### config.mk
export PLATFORM = sky130hd
export DESIGN_NAME = uart_rx
export DESIGN_NICKNAME = d
export VERILOG_FILES = /design/src/rtl/uart_rx.sv
export SDC_FILE = /design/constraint.sdc
export NUM_CORES = 1
export LEC_CHECK = 0
export ABC_AREA = 1
export BUFFER_PORTS_ARGS = -buffer_cell sky130_fd_sc_hd__buf_2
export CORE_ASPECT_RATIO = 0.7
export CORE_MARGIN = 1.5
export CORE_UTILIZATION = 46
export DETAILED_ROUTE_END_ITERATION = 6
export PLACE_DENSITY = 0.72
export SYNTH_ARGS = -nofsm -noshare
export SYNTH_HDL_FRONTEND = slang
export SYNTH_SLANG_ARGS = --single-unit
### constraint.sdc
create_clock -name clk -period 3.4 [get_ports clk]
set_input_delay 0.68 -clock clk [delete_from_list [all_inputs] [get_ports clk]]
set_output_delay 0.68 -clock clk [all_outputs]
set_load 0.05 [all_outputs]
### src/rtl/uart_rx.sv
// ============================================================================
//  Module   : uart_rx
//  Purpose  : 8N1 UART receiver with a 2-FF line synchroniser, centre-of-bit
//             sampling and a valid/ready holding register. Optional even
//             parity bit when UART_RX_PARITY_EN is defined.
//  Revision : 1.0 - initial release
// ============================================================================
`default_nettype none

module uart_rx #(
  parameter int CLKS_PER_BIT = 5208,
  parameter bit RX_INV       = 1'b0
) (
  input  logic       clk,
  input  logic       rst,
  input  logic       rxd,
  output logic [7:0] rx_data,
  output logic       rx_valid,
  input  logic       rx_ready,
  output logic       rx_busy,
  output logic       frame_err,
  output logic       overrun,
  output logic       parity_err
);

  localparam int             BW        = (CLKS_PER_BIT > 1) ? $clog2(CLKS_PER_BIT) : 1;
  localparam logic [BW-1:0]  HALF_M1   = BW'(CLKS_PER_BIT / 2 - 1);
  localparam logic [BW-1:0]  FULL_M1   = BW'(CLKS_PER_BIT - 1);
  localparam logic           SYNC_IDLE = RX_INV ? 1'b0 : 1'b1;

  typedef enum logic [2:0] {
    S_IDLE   = 3'd0,
    S_START  = 3'd1,
    S_DATA   = 3'd2,
    S_PARITY = 3'd3,
    S_STOP   = 3'd4,
    S_BREAK  = 3'd5
  } state_t;

  state_t          state, state_n;
  logic            sync1, sync2;
  logic            line;
  logic [BW-1:0]   bcnt;
  logic [2:0]      bidx;
  logic [7:0]      sh;
  logic            deliver;

  logic            bcnt_clr;
  logic            shift_en;
  logic            par_en;
  logic            stop_ok;
  logic            stop_bad;

  assign line    = sync2 ^ RX_INV;
  assign rx_busy = (state != S_IDLE);
  assign overrun = deliver & rx_valid & ~rx_ready;

  always_ff @(posedge clk or posedge rst) begin
    if (rst) begin
      sync1 <= SYNC_IDLE;
      sync2 <= SYNC_IDLE;
    end else begin
      sync1 <= rxd;
      sync2 <= sync1;
    end
  end

  always_ff @(posedge clk or posedge rst) begin
    if (rst) state <= S_IDLE;
    else     state <= state_n;
  end

  always_comb begin
    state_n  = state;
    bcnt_clr = 1'b0;
    shift_en = 1'b0;
    par_en   = 1'b0;
    stop_ok  = 1'b0;
    stop_bad = 1'b0;
    case (state)
      S_IDLE: begin
        bcnt_clr = 1'b1;
        if (!line) state_n = S_START;
      end
      S_START: begin
        if (bcnt == HALF_M1) begin
          bcnt_clr = 1'b1;
          state_n  = line ? S_IDLE : S_DATA;
        end
      end
      S_DATA: begin
        if (bcnt == FULL_M1) begin
          bcnt_clr = 1'b1;
          shift_en = 1'b1;
          if (bidx == 3'd7) begin
`ifdef UART_RX_PARITY_EN
            state_n = S_PARITY;
`else
            state_n = S_STOP;
`endif
          end
        end
      end
`ifdef UART_RX_PARITY_EN
      S_PARITY: begin
        if (bcnt == FULL_M1) begin
          bcnt_clr = 1'b1;
          par_en   = 1'b1;
          state_n  = S_STOP;
        end
      end
`endif
      S_STOP: begin
        if (bcnt == FULL_M1) begin
          bcnt_clr = 1'b1;
          if (line) begin
            stop_ok = 1'b1;
            state_n = S_IDLE;
          end else begin
            stop_bad = 1'b1;
            state_n  = S_BREAK;
          end
        end
      end
      S_BREAK: begin
        bcnt_clr = 1'b1;
        if (line) state_n = S_IDLE;
      end
      default: begin
        bcnt_clr = 1'b1;
        state_n  = S_IDLE;
      end
    endcase
  end

  always_ff @(posedge clk or posedge rst) begin
    if (rst) begin
      bcnt      <= '0;
      bidx      <= 3'd0;
      sh        <= 8'h00;
      deliver   <= 1'b0;
      frame_err <= 1'b0;
    end else begin
      bcnt      <= bcnt_clr ? '0 : bcnt + BW'(1);
      if (shift_en) begin
        sh   <= {line, sh[7:1]};
        bidx <= bidx + 3'd1;
      end else if (state != S_DATA) begin
        bidx <= 3'd0;
      end
      deliver   <= stop_ok;
      frame_err <= stop_bad;
    end
  end

  // A delivery while the holding register is being drained replaces the byte
  // in the same cycle, so rx_valid never drops between the two bytes.
  always_ff @(posedge clk or posedge rst) begin
    if (rst) begin
      rx_data  <= 8'h00;
      rx_valid <= 1'b0;
    end else if (deliver && (!rx_valid || rx_ready)) begin
      rx_data  <= sh;
      rx_valid <= 1'b1;
    end else if (rx_valid && rx_ready) begin
      rx_valid <= 1'b0;
    end
  end

`ifdef UART_RX_PARITY_EN
  logic par_bad;

  always_ff @(posedge clk or posedge rst) begin
    if (rst)         par_bad <= 1'b0;
    else if (par_en) par_bad <= (^sh) ^ line;
  end

  assign parity_err = deliver & par_bad;
`else
  assign parity_err = 1'b0;
`endif

endmodule

`default_nettype wire

==> results.py, run 1 <==
metrics = {
    "global_route": {
        "gr-total-overflow": 0,
        "number_of_global_route_vias_before_repair": 1339,
        "grt_util_all_layers_pct": 17.01,
        "antenna_found_initial": 0,
        "maximum_number_of_pins_on_one_net_before_global_route_repair": 41,
        "grt_first_pass_wirelength_um": 6065,
    },
    "min_path": {
        "timing.hold.worst.class": "reg -> reg",
        "whs_path_depth": 0,
        "worst_hold_path.endpoint": "line",
        "holdCritStartpoint": "sync1",
    },
    "timing": {
        "setup_slack_ns": 1.490,
        "rsz_0062_raised_after_global_routing": "no",
        "finClkSkew_ns": 0.009423,
        "period_needed_ns": 1.910,
        "timing.final.max_slew_violations": 0,
        "hold_violations": 0,
        "maxClockFrequency_ghz": 0.5235,
        "timing.setup.tns_ns": 0,
        "timing.final.setup_violations": 0,
        "period_share_pct": 56.19,
    },
    "worst_setup_path": {
        "critical_path.startpoint": "state[1]",
        "worstPathBufferInverterCount": 1,
        "worst-endpoint-required_ns": 2.72,
        "worst_reg2reg_path_startpoint": "bcnt[0]",
        "crit_arrival_ns": 1.23,
        "worst_path_dominant_cell_family": "flip-flops",
        "r2r-end": "bcnt[12]",
        "path_max_fanout": 6,
        "startpoint_type": "flop",
        "critical-path-max-stage-delay_ns": 0.47,
        "rrSetupSlack_ns": 1.68,
        "critical-path-slowest-cell": "sky130_fd_sc_hd__dfrtp_1",
        "critPathKind": "reg -> out",
        "path_cells": "nor2_2, nand2_1, buf_2",
        "rr_worst_depth": 8,
        "end_kind": "output pin",
    },
    "detailed_routing": {
        "number_of_remaining_drc_errors": 0,
        "drt-met1-wl_um": 1820,
        "vias_per_cell": 4.801,
        "met3_wirelength_um": 123,
        "routed_length_per_placed_instance_um": 10.88,
        "ant_nets": 0,
        "routed-wl-met2_um": 1270,
        "length_of_the_first_detailed_routing_pass_in_iterations": 4,
        "dr_total_vias": 1445,
        "route.top_layer_used": "met4",
        "detail_route.wirelength_um": 3275,
        "first_iter_violations": 89,
    },
    "floorplanning": {
        "design.portCount": 17,
        "dieWidth_um": 81.80,
        "floorplan.initialDensity_pct": 49.47,
        "floorplan.core_area_sq_mm": 0.004041,
        "placement_rows": 19,
        "dieHeight_um": 58.16,
        "die_area_sq_mm": 0.004757,
    },
    "flow_run": {
        "maxCapViolCount": 0,
    },
    "synthesis": {
        "share_of_synthesized_area_occupied_by_flip_flops_and_latches_pct": 50.19,
        "synth_edf_count": 0,
        "synth.top_cell.area_share_pct": 47.56,
        "synth_most_common_cell": "sky130_fd_sc_hd__nand2_1",
        "post_synthesis_cells": 229,
        "async_flop_share_pct": 100.0,
        "syn_avg_cell_area_sq_um": 8.731,
        "postSynthNetCount": 236,
        "netlist.top_cell.by_area": "sky130_fd_sc_hd__dfrtp_1",
        "synthTopCellsByCount": "55 x sky130_fd_sc_hd__nand2_1, 38 x sky130_fd_sc_hd__dfrtp_1, 24 x sky130_fd_sc_hd__inv_1",
        "synth-warning-count": 0,
        "top_ff_cell_synth": "sky130_fd_sc_hd__dfrtp_1",
        "yosys_register_bits": 40,
        "mappedNetlistArea_sq_mm": 0.001999,
        "synth_cell_type_count": 28,
        "netlist_top_cells_area": "sky130_fd_sc_hd__dfrtp_1 48%, sky130_fd_sc_hd__nand2_1 10%, sky130_fd_sc_hd__inv_1 4.5%, sky130_fd_sc_hd__nor2_1 4.3%, sky130_fd_sc_hd__nor2_2 3.8%",
    },
    "clock_tree": {
        "holdBufCountCts": 0,
        "clock_insertion_delay_worst_skew_ns": 0.29,
        "numCtsBuffers": 5,
        "ctsHtreeMaxLevel": 2,
        "clk_pin_slew_worst_paths_ns": 0.08,
        "cts_num_sinks": 40,
        "cts_buffer_depth": 2,
        "cts_root_buf": "sky130_fd_sc_hd__clkbuf_8",
        "cts_post_setup_buffers_inserted": 0,
        "postCtsResizedCells": 0,
        "cts_tree": "done",
    },
    "placement": {
        "hpwl_um": 2399,
        "pre_cts_ws_ns": 1.497,
        "postPlaceCellArea_sq_mm": 0.002110,
        "port-buffer-count": 15,
        "gp_congestion": 0.9112,
    },
    "power_and_ir_drop": {
        "clock_power_share_pct": 39.4,
        "netSwitchingPower_w": 0.0001687,
        "combinationalPowerShare_pct": 1.8,
        "power.leakage_nw": 1.116,
        "power.switching_fraction_pct": 20.74,
        "power.ir.vdd_worst_mv": 0.1900,
        "seq_power_share_pct": 58.8,
        "pwr_density_cell_mw_per_mm2": 369.3,
        "internal_power_w": 0.0006449,
    },
    "final_layout": {
        "finish.net_count": 255,
        "layout_cell_area_excl_fill_sq_mm": 0.002203,
        "insertedDiodeCount": 0,
        "areaGrowthSynthToFinish_pct": 10.20,
        "layout-drive-gt1-share_pct": 23.29,
    },
    "status": {
        "status": "complete, no violations",
    },
}
[how the worst max path moves through the flow]
stage                     depth (start not counted)       to  slack, ns
after floorplan                                   3  overrun       1.27
after global placement                            5  overrun       1.51
after detailed placement                          5  overrun       1.50
after CTS                                         3  rx_busy       1.48
after global routing                              3  rx_busy       1.40
final                                             3  rx_busy       1.49
[metrics by stage]
step	hold slack, ns	utilization [%]	power (W)	cells
6_report	0.3590	54.52	0.0008137	301
2_1_floorplan	0.3452	-	0.0004985	229
3_5_place_dp	0.3478	52.20	0.0005031	293
4_1_cts	0.3598	54.52	0.0008274	301
3_3_place_gp	0.3467	52.20	0.0005031	293
5_1_grt	0.3631	54.52	0.0008467	301
[routing by layer]
metal  global-route usage, %  vias to the layer above
met5                       0                        -
met2                   22.95                       31
met4                   7.264                        0
met1                   25.91                      658
li1                        -                      749
met3                   3.937                        7
[registers in the layout (all words and copies together), names as in the netlist]
| signal | flops |
|---|---|
| bcnt | 13 |
| bidx | 3 |
| deliver | 1 |
| frame_err | 1 |
| line | 1 |
| rx_data | 8 |
| rx_valid | 1 |
| sh | 8 |
| state | 3 |
| sync1 | 1 |
[cell type report]
| class | count | area, sq um |
|---|---|---|
| Timing Repair Buffer | 16 | 82.58 |
| Sequential cell | 40 | 1003 |
| Multi-Input combinational cell | 155 | 845.8 |
| Tap cell | 52 | 65.06 |
| Clock inverter | 1 | 7.507 |
| Inverter | 30 | 112.6 |
| Fill cell | 365 | 1838 |
| Clock buffer | 7 | 86.33 |
[power groups by stage]
stage	registers, W	clock network, W	logic, W
floorplan	0.000488	0	0.0000110
global route	0.000479	0.000351	0.0000171
global placement	0.000488	0	0.0000151
finish	0.000479	0.000321	0.0000143
CTS	0.000479	0.000334	0.0000152
detailed placement	0.000488	0	0.0000151
[cells by family (layout without fill, tap and decap cells)]
kind of cell | Yosys count | count (layout) | synth area share (%)
fa+ha+maj | 3 | 3 | 1.878
other cells | 1 | 1 | 0.1876
compound gates | 18 | 18 | 4.506
xor+xnor | 7 | 7 | 3.066
buf+inv | 34 | 54 | 7.509
mux | 1 | 1 | 0.5632
simple gates | 125 | 125 | 32.10
flops | 40 | 40 | 50.19
[cell usage in the layout, fill, tap and decap left out, types with 7 or more instances in the layout]
cell type	count
sky130_fd_sc_hd__a21oi_1	8
sky130_fd_sc_hd__buf_2	15
sky130_fd_sc_hd__dfrtp_1	38
sky130_fd_sc_hd__inv_1	24
sky130_fd_sc_hd__nand2_1	55
sky130_fd_sc_hd__nand3_1	10
sky130_fd_sc_hd__nor2_1	23
sky130_fd_sc_hd__nor2_2	12
sky130_fd_sc_hd__o21ai_0	10
sky130_fd_sc_hd__xor2_1	7
Note: power is estimated with default switching activity, not from simulation.
==> run 2, diff against run 1 <==
==> constraint.sdc (replaced) <==
create_clock -name clk -period 1.95 [get_ports clk]
set_input_delay 0.39 -clock clk [delete_from_list [all_inputs] [get_ports clk]]
set_output_delay 0.39 -clock clk [all_outputs]
set_load 0.05 [all_outputs]
==> run 2 against run 1 <==
Against the previous run: power rose by 88%; highest routed layer unchanged; register-to-register slack got worse by 1.5 ns; largest cell class unchanged; first-iteration DRC count increased by 75%; non-clock buffer count is 1 higher; sequential share of layout area is 0.51 points lower; die area unchanged; via count down 1.1%; critical path depth up 5.
==> results.py, run 2 (synthesized netlist as in run 1, its figures left out) <==
metrics = {
    "worst_setup_path": {
        "r2r-end": "bcnt[12]",
        "rrSetupSlack_ns": 0.22,
        "path_cells": "ha_1, nand2_2, nor2_4, nand3_4, nand2_4, nand2_4, inv_2, nor2_1",
        "path_max_fanout": 11,
        "critPathKind": "reg -> reg",
        "rr_worst_depth": 8,
        "path_common_cell": "sky130_fd_sc_hd__nand2_4",
        "end_kind": "flop",
        "critical-path-slowest-cell": "sky130_fd_sc_hd__dfrtp_1",
        "startpoint_type": "flop",
        "worst_reg2reg_path_startpoint": "bcnt[0]",
        "worst-endpoint-required_ns": 2.12,
        "crit_arrival_ns": 1.90,
        "critical-path-max-stage-delay_ns": 0.43,
    },
    "final_layout": {
        "areaGrowthSynthToFinish_pct": 11.45,
        "mostFrequentLayoutCell": "sky130_fd_sc_hd__nand2_1",
        "layout.cells.most_common_list": "55 x sky130_fd_sc_hd__nand2_1, 38 x sky130_fd_sc_hd__dfrtp_1, 24 x sky130_fd_sc_hd__inv_1, 23 x sky130_fd_sc_hd__nor2_1, 15 x sky130_fd_sc_hd__buf_2",
        "utilization_pct": 55.14,
        "max_ffs_per_register": 13,
        "top_register": "bcnt",
        "layout-drive-gt1-share_pct": 24.00,
        "insertedDiodeCount": 0,
        "reg_top3": "bcnt: 13 flops, rx_data: 8 flops, sh: 8 flops",
        "finish.net_count": 256,
    },
    "clock_tree": {
        "clock_insertion_delay_worst_skew_ns": 0.29,
        "numCtsBuffers": 5,
        "cts_num_sinks": 40,
        "clk_pin_slew_worst_paths_ns": 0.08,
        "cts_tree": "done",
        "cts_buffer_depth": 2,
        "holdBufCountCts": 0,
        "cts_root_buf": "sky130_fd_sc_hd__clkbuf_8",
        "ctsHtreeMaxLevel": 2,
        "postCtsResizedCells": 0,
        "cts_post_setup_buffers_inserted": 0,
    },
    "power_and_ir_drop": {
        "combinationalPowerShare_pct": 1.6,
        "power.ir.vdd_worst_mv": 0.4049,
        "pwr_density_cell_mw_per_mm2": 687.3,
        "power.leakage_nw": 1.130,
        "power.switching_fraction_pct": 20.64,
        "netSwitchingPower_w": 0.0003162,
        "internal_power_w": 0.001215,
        "seq_power_share_pct": 54.5,
        "clock_power_share_pct": 43.9,
        "finalPower_w": 0.001532,
    },
    "detailed_routing": {
        "first_iter_violations": 156,
        "length_of_the_first_detailed_routing_pass_in_iterations": 4,
        "detail_route.wirelength_um": 3388,
        "dr_total_vias": 1429,
        "routed_length_per_placed_instance_um": 11.22,
        "number_of_remaining_drc_errors": 0,
        "vias_per_cell": 4.732,
        "ant_nets": 0,
    },
    "timing": {
        "timing.setup.tns_ns": 0,
        "period_share_pct": 88.71,
        "timing.final.setup_violations": 0,
        "timing.final.max_slew_violations": 0,
        "hold_violations": 0,
        "rsz_0062_raised_after_global_routing": "no",
        "period_needed_ns": 1.730,
        "maxClockFrequency_ghz": 0.5781,
        "finClkSkew_ns": 0.002375,
    },
    "global_route": {
        "gr-total-overflow": 0,
        "antenna_found_initial": 0,
        "met2_use_gr_pct": 22.48,
        "grt_util_met3_pct": 5.354,
        "grt_use_met1_pct": 26.02,
        "grt_first_pass_wirelength_um": 5996,
        "grt_util_all_layers_pct": 17.20,
        "globalRoute.busiestLayer": "met1",
        "maximum_number_of_pins_on_one_net_before_global_route_repair": 41,
        "number_of_global_route_vias_before_repair": 1293,
    },
    "placement": {
        "port-buffer-count": 15,
        "hpwl_um": 2500,
        "gp_congestion": 0.8680,
    },
    "floorplanning": {
        "dieWidth_um": 81.80,
        "dieHeight_um": 58.16,
        "design.portCount": 17,
        "placement_rows": 19,
        "floorplan.initialDensity_pct": 49.47,
        "die_area_sq_mm": 0.004757,
        "floorplan.core_area_sq_mm": 0.004041,
    },
    "min_path": {
        "timing.hold.worst.class": "in -> async",
    },
    "status": {
        "status": "complete, no violations",
    },
    "flow_run": {
        "maxCapViolCount": 0,
    },
}
==> run 2: worst max path at each step <==
stage	depth (start not counted)	slack, ns	from	to
after global routing	8	0.05	bcnt[0]	bcnt[12]
after CTS	8	0.22	bcnt[0]	bcnt[12]
after global placement	8	0.28	bcnt[0]	bcnt[12]
after floorplan	2	0.13	rx_valid	overrun
final	8	0.22	bcnt[0]	bcnt[12]
after detailed placement	8	0.23	bcnt[0]	bcnt[12]
==> run 2: layout make-up <==
| cell class | instances | area [sq um] |
|---|---|---|
| timing repair buffer | 17 | 90.09 |
| multi-input combinational | 155 | 845.8 |
| tap | 52 | 65.06 |
| clock buffer | 5 | 68.82 |
| sequential | 40 | 1003 |
| fill | 377 | 1813 |
| clock inverter | 3 | 42.54 |
| inverter | 30 | 112.6 |
==> run 2: routing by layer <==
metal	part of all wire (%)	vias to the layer above
met5	0	-
met4	1.7	0
met3	5.2	6
met2	41	31
met1	52	639
li1	-	753
==> run 2: worst max-delay path: cells and delay by family, from the launching register on <==
family	cells	cell delay, ns
adder cells (fa/ha/maj)	1	0.23
AND/OR/NAND/NOR	6	0.67
buffers and inverters	1	0.28
flip-flops	1	0.43
==> run 2: power groups by stage <==
stage | combinational [W] | clock, W | sequential [W]
6_report | 0.0000251 | 0.000672 | 0.000835
2_1_floorplan | 0.0000192 | 0 | 0.000850
3_3_place_gp | 0.0000265 | 0 | 0.000851
5_1_grt | 0.0000298 | 0.000729 | 0.000835
4_1_cts | 0.0000265 | 0.000683 | 0.000835
3_5_place_dp | 0.0000265 | 0 | 0.000851
==> run 2: through the flow <==
step | std cells | hold WS [ns] | setup slack, ns | cell area [sq um]
2_1_floorplan | 229 | 0.3452 | 0.1345 | 1999
3_3_place_gp | 294 | 0.3461 | 0.2810 | 2117
3_5_place_dp | 294 | 0.3495 | 0.2252 | 2117
4_1_cts | 302 | 0.1793 | 0.2159 | 2228
5_1_grt | 302 | 0.1720 | 0.05128 | 2228
6_report | 302 | 0.1886 | 0.2202 | 2228
==> run 3, diff against run 2 <==
--- a/config.mk
+++ b/config.mk
@@ -8,10 +8,9 @@
 export ABC_AREA = 1
 export BUFFER_PORTS_ARGS = -buffer_cell sky130_fd_sc_hd__buf_2
 export CORE_ASPECT_RATIO = 0.7
-export CORE_MARGIN = 1.5
 export CORE_UTILIZATION = 46
 export DETAILED_ROUTE_END_ITERATION = 6
-export PLACE_DENSITY = 0.72
+export PLACE_DENSITY = 0.68
 export SYNTH_ARGS = -nofsm -noshare
 export SYNTH_HDL_FRONTEND = slang
 export SYNTH_SLANG_ARGS = --single-unit
==> constraint.sdc (replaced) <==
create_clock -name clk -period 1.95 [get_ports clk]
set_input_delay 0.0975 -clock clk [delete_from_list [all_inputs] [get_ports clk]]
set_output_delay 0.0975 -clock clk [all_outputs]
set_load 0.05 [all_outputs]
==> run 3 against run 2 <==
Against the previous run: non-clock buffer count increased by 1; routed wire length decreased by 1.7%; power about the same; critical endpoint unchanged; largest cell class unchanged; highest routed layer unchanged.
==> results.py, run 3 (synthesized netlist as in run 1, its figures left out) <==
metrics = {
    "final_layout": {
        "insertedDiodeCount": 0,
        "layout.cells.most_common_list": "55 x sky130_fd_sc_hd__nand2_1, 38 x sky130_fd_sc_hd__dfrtp_1, 24 x sky130_fd_sc_hd__inv_1, 23 x sky130_fd_sc_hd__nor2_1, 15 x sky130_fd_sc_hd__buf_2",
        "finish.net_count": 257,
        "layout.cells.non_filler": 303,
        "max_ffs_per_register": 13,
        "mostFrequentLayoutCell": "sky130_fd_sc_hd__nand2_1",
        "reg_top3": "bcnt: 13 flops, rx_data: 8 flops, sh: 8 flops",
        "areaGrowthSynthToFinish_pct": 12.08,
        "layout-drive-gt1-share_pct": 23.51,
        "layout_cell_area_excl_fill_sq_mm": 0.002241,
        "top_register": "bcnt",
        "layout.filler_cells": 380,
    },
    "detailed_routing": {
        "drt-met1-wl_um": 1886,
        "route.top_layer_used": "met4",
        "routed-wl-met2_um": 1235,
        "vias_per_cell": 4.647,
        "first_iter_violations": 72,
        "dr_total_vias": 1408,
        "detail_route.wirelength_um": 3329,
        "ant_nets": 0,
        "number_of_remaining_drc_errors": 0,
        "routed_length_per_placed_instance_um": 10.99,
        "met3_wirelength_um": 164,
        "length_of_the_first_detailed_routing_pass_in_iterations": 4,
    },
    "clock_tree": {
        "cts_buffer_depth": 2,
        "cts_num_sinks": 40,
        "numCtsBuffers": 5,
        "clock_insertion_delay_worst_skew_ns": 0.29,
        "postCtsResizedCells": 0,
        "cts_tree": "done",
        "clk_pin_slew_worst_paths_ns": 0.08,
        "cts_root_buf": "sky130_fd_sc_hd__clkbuf_8",
        "ctsHtreeMaxLevel": 2,
    },
    "timing": {
        "period_share_pct": 88.48,
        "hold_violations": 0,
        "finClkSkew_ns": 0.006131,
        "maxClockFrequency_ghz": 0.5796,
        "timing.final.setup_violations": 0,
        "fin_worst_hold_slack_ns": 0.08415,
        "timing.final.max_slew_violations": 0,
        "period_needed_ns": 1.725,
        "timing.setup.tns_ns": 0,
        "rsz_0062_raised_after_global_routing": "no",
        "setup_slack_ns": 0.2247,
    },
    "floorplanning": {
        "die_area_sq_mm": 0.004619,
        "dieHeight_um": 57.16,
        "floorplan.core_area_sq_mm": 0.004041,
        "dieWidth_um": 80.80,
        "design.portCount": 17,
        "placement_rows": 19,
        "floorplan.initialDensity_pct": 49.47,
    },
    "placement": {
        "hpwl_um": 2412,
        "gp_congestion": 0.8680,
        "postPlaceCellArea_sq_mm": 0.002110,
        "dp.cells": 293,
        "port-buffer-count": 15,
        "pre_cts_ws_ns": 0.2307,
    },
    "worst_setup_path": {
        "worstPathBufferInverterCount": 1,
        "end_kind": "flop",
        "worst-endpoint-required_ns": 2.12,
        "critPathKind": "reg -> reg",
        "rrSetupSlack_ns": 0.22,
        "worst_setup_path_endpoint": "bcnt[12]",
        "crit_arrival_ns": 1.90,
        "critical_path.startpoint": "bcnt[0]",
        "critical-path-max-stage-delay_ns": 0.43,
        "path_common_cell": "sky130_fd_sc_hd__nand2_4",
        "r2r-end": "bcnt[12]",
        "startpoint_type": "flop",
        "critical_path_cell_count": 8,
        "path_max_fanout": 11,
        "critical-path-slowest-cell": "sky130_fd_sc_hd__dfrtp_1",
        "path_cells": "ha_1, nand2_2, nor2_4, nand3_4, nand2_4, nand2_4, inv_2, nor2_1",
        "rr_worst_depth": 8,
        "worst_reg2reg_path_startpoint": "bcnt[0]",
        "worst_path_dominant_cell_family": "simple AND/OR/NAND/NOR gates",
    },
    "global_route": {
        "grt_first_pass_wirelength_um": 5940,
        "gr-total-overflow": 0,
        "antenna_found_initial": 0,
        "maximum_number_of_pins_on_one_net_before_global_route_repair": 41,
        "number_of_global_route_vias_before_repair": 1317,
        "grt_util_all_layers_pct": 17.15,
    },
    "power_and_ir_drop": {
        "power.ir.vdd_worst_mv": 0.4538,
        "pwr_density_cell_mw_per_mm2": 683.3,
        "power.leakage_nw": 1.134,
    },
    "flow_run": {
        "maxCapViolCount": 0,
    },
    "min_path": {
        "timing.hold.worst.class": "in -> reg",
    },
    "status": {
        "status": "complete, no violations",
    },
}
-- run 3: cell types whose count changed in the layout (fill, tap and decap cells not counted), sizes merged --
cell,before,now
buf,17,16
dlygate4sd3,0,2
-- run 3: where the power goes --
group / total (W) / internal [W] / leakage (nW) / switching [W]
Combinational: 0.0000281 / 0.00000702 / 0.543 / 0.0000211
Sequential: 0.000835 / 0.000833 / 0.537 / 0.00000216
Clock: 0.000668 / 0.000379 / 0.0541 / 0.000290
-- run 3: how the worst min path moves through the flow --
stage	start	end	slack, ns	cells past startpoint
after detailed placement	rxd	sync1	0.20	1
after CTS	rx_ready	rx_valid	0.08	4
after global routing	rx_ready	rx_valid	0.12	4
after global placement	rxd	sync1	0.20	1
after floorplan	rxd	sync1	0.10	0
final	rx_ready	rx_valid	0.08	4
-- run 3: metrics by stage --
step	power (W)	util (%)
2_1_floorplan	0.0008693	-
3_3_place_gp	0.0008774	52.20
3_5_place_dp	0.0008776	52.20
4_1_cts	0.001545	55.45
5_1_grt	0.001591	55.45
6_report	0.001531	55.45
-- run 3: layout make-up --
class                   count  area, sq um  area share [%]
repair buffers             18        102.6           4.578
flip-flops and latches     40         1003           44.78
inverters                  30        112.6           5.025
well taps                  52        65.06           2.903
multi-input cells         155        845.8           37.74
clock inverters             3        42.54           1.898
clock buffers               5        68.82           3.071
-- run 3: worst register-to-register path: stages (launching register included) --
cell                      delay [ns]
sky130_fd_sc_hd__dfrtp_1        0.43
sky130_fd_sc_hd__ha_1           0.23
sky130_fd_sc_hd__nand2_2        0.10
sky130_fd_sc_hd__nor2_4         0.13
sky130_fd_sc_hd__nand3_4        0.14
sky130_fd_sc_hd__nand2_4        0.13
sky130_fd_sc_hd__nand2_4        0.06
sky130_fd_sc_hd__inv_2          0.28
sky130_fd_sc_hd__nor2_1         0.10
-- run 3: routing by layer --
layer,vias to the layer above,global-route usage [%]
li1,759,-
met5,-,0
met3,5,5.280
met4,0,5.357
met2,27,21.97
met1,617,27.14
-- run 3: what timing repair did --
item                       4_1_cts  5_1_grt
buffers inserted                 0        0
hold buffers                     2        0
setup endpoints to repair        0        0
hold endpoints to repair        39        0
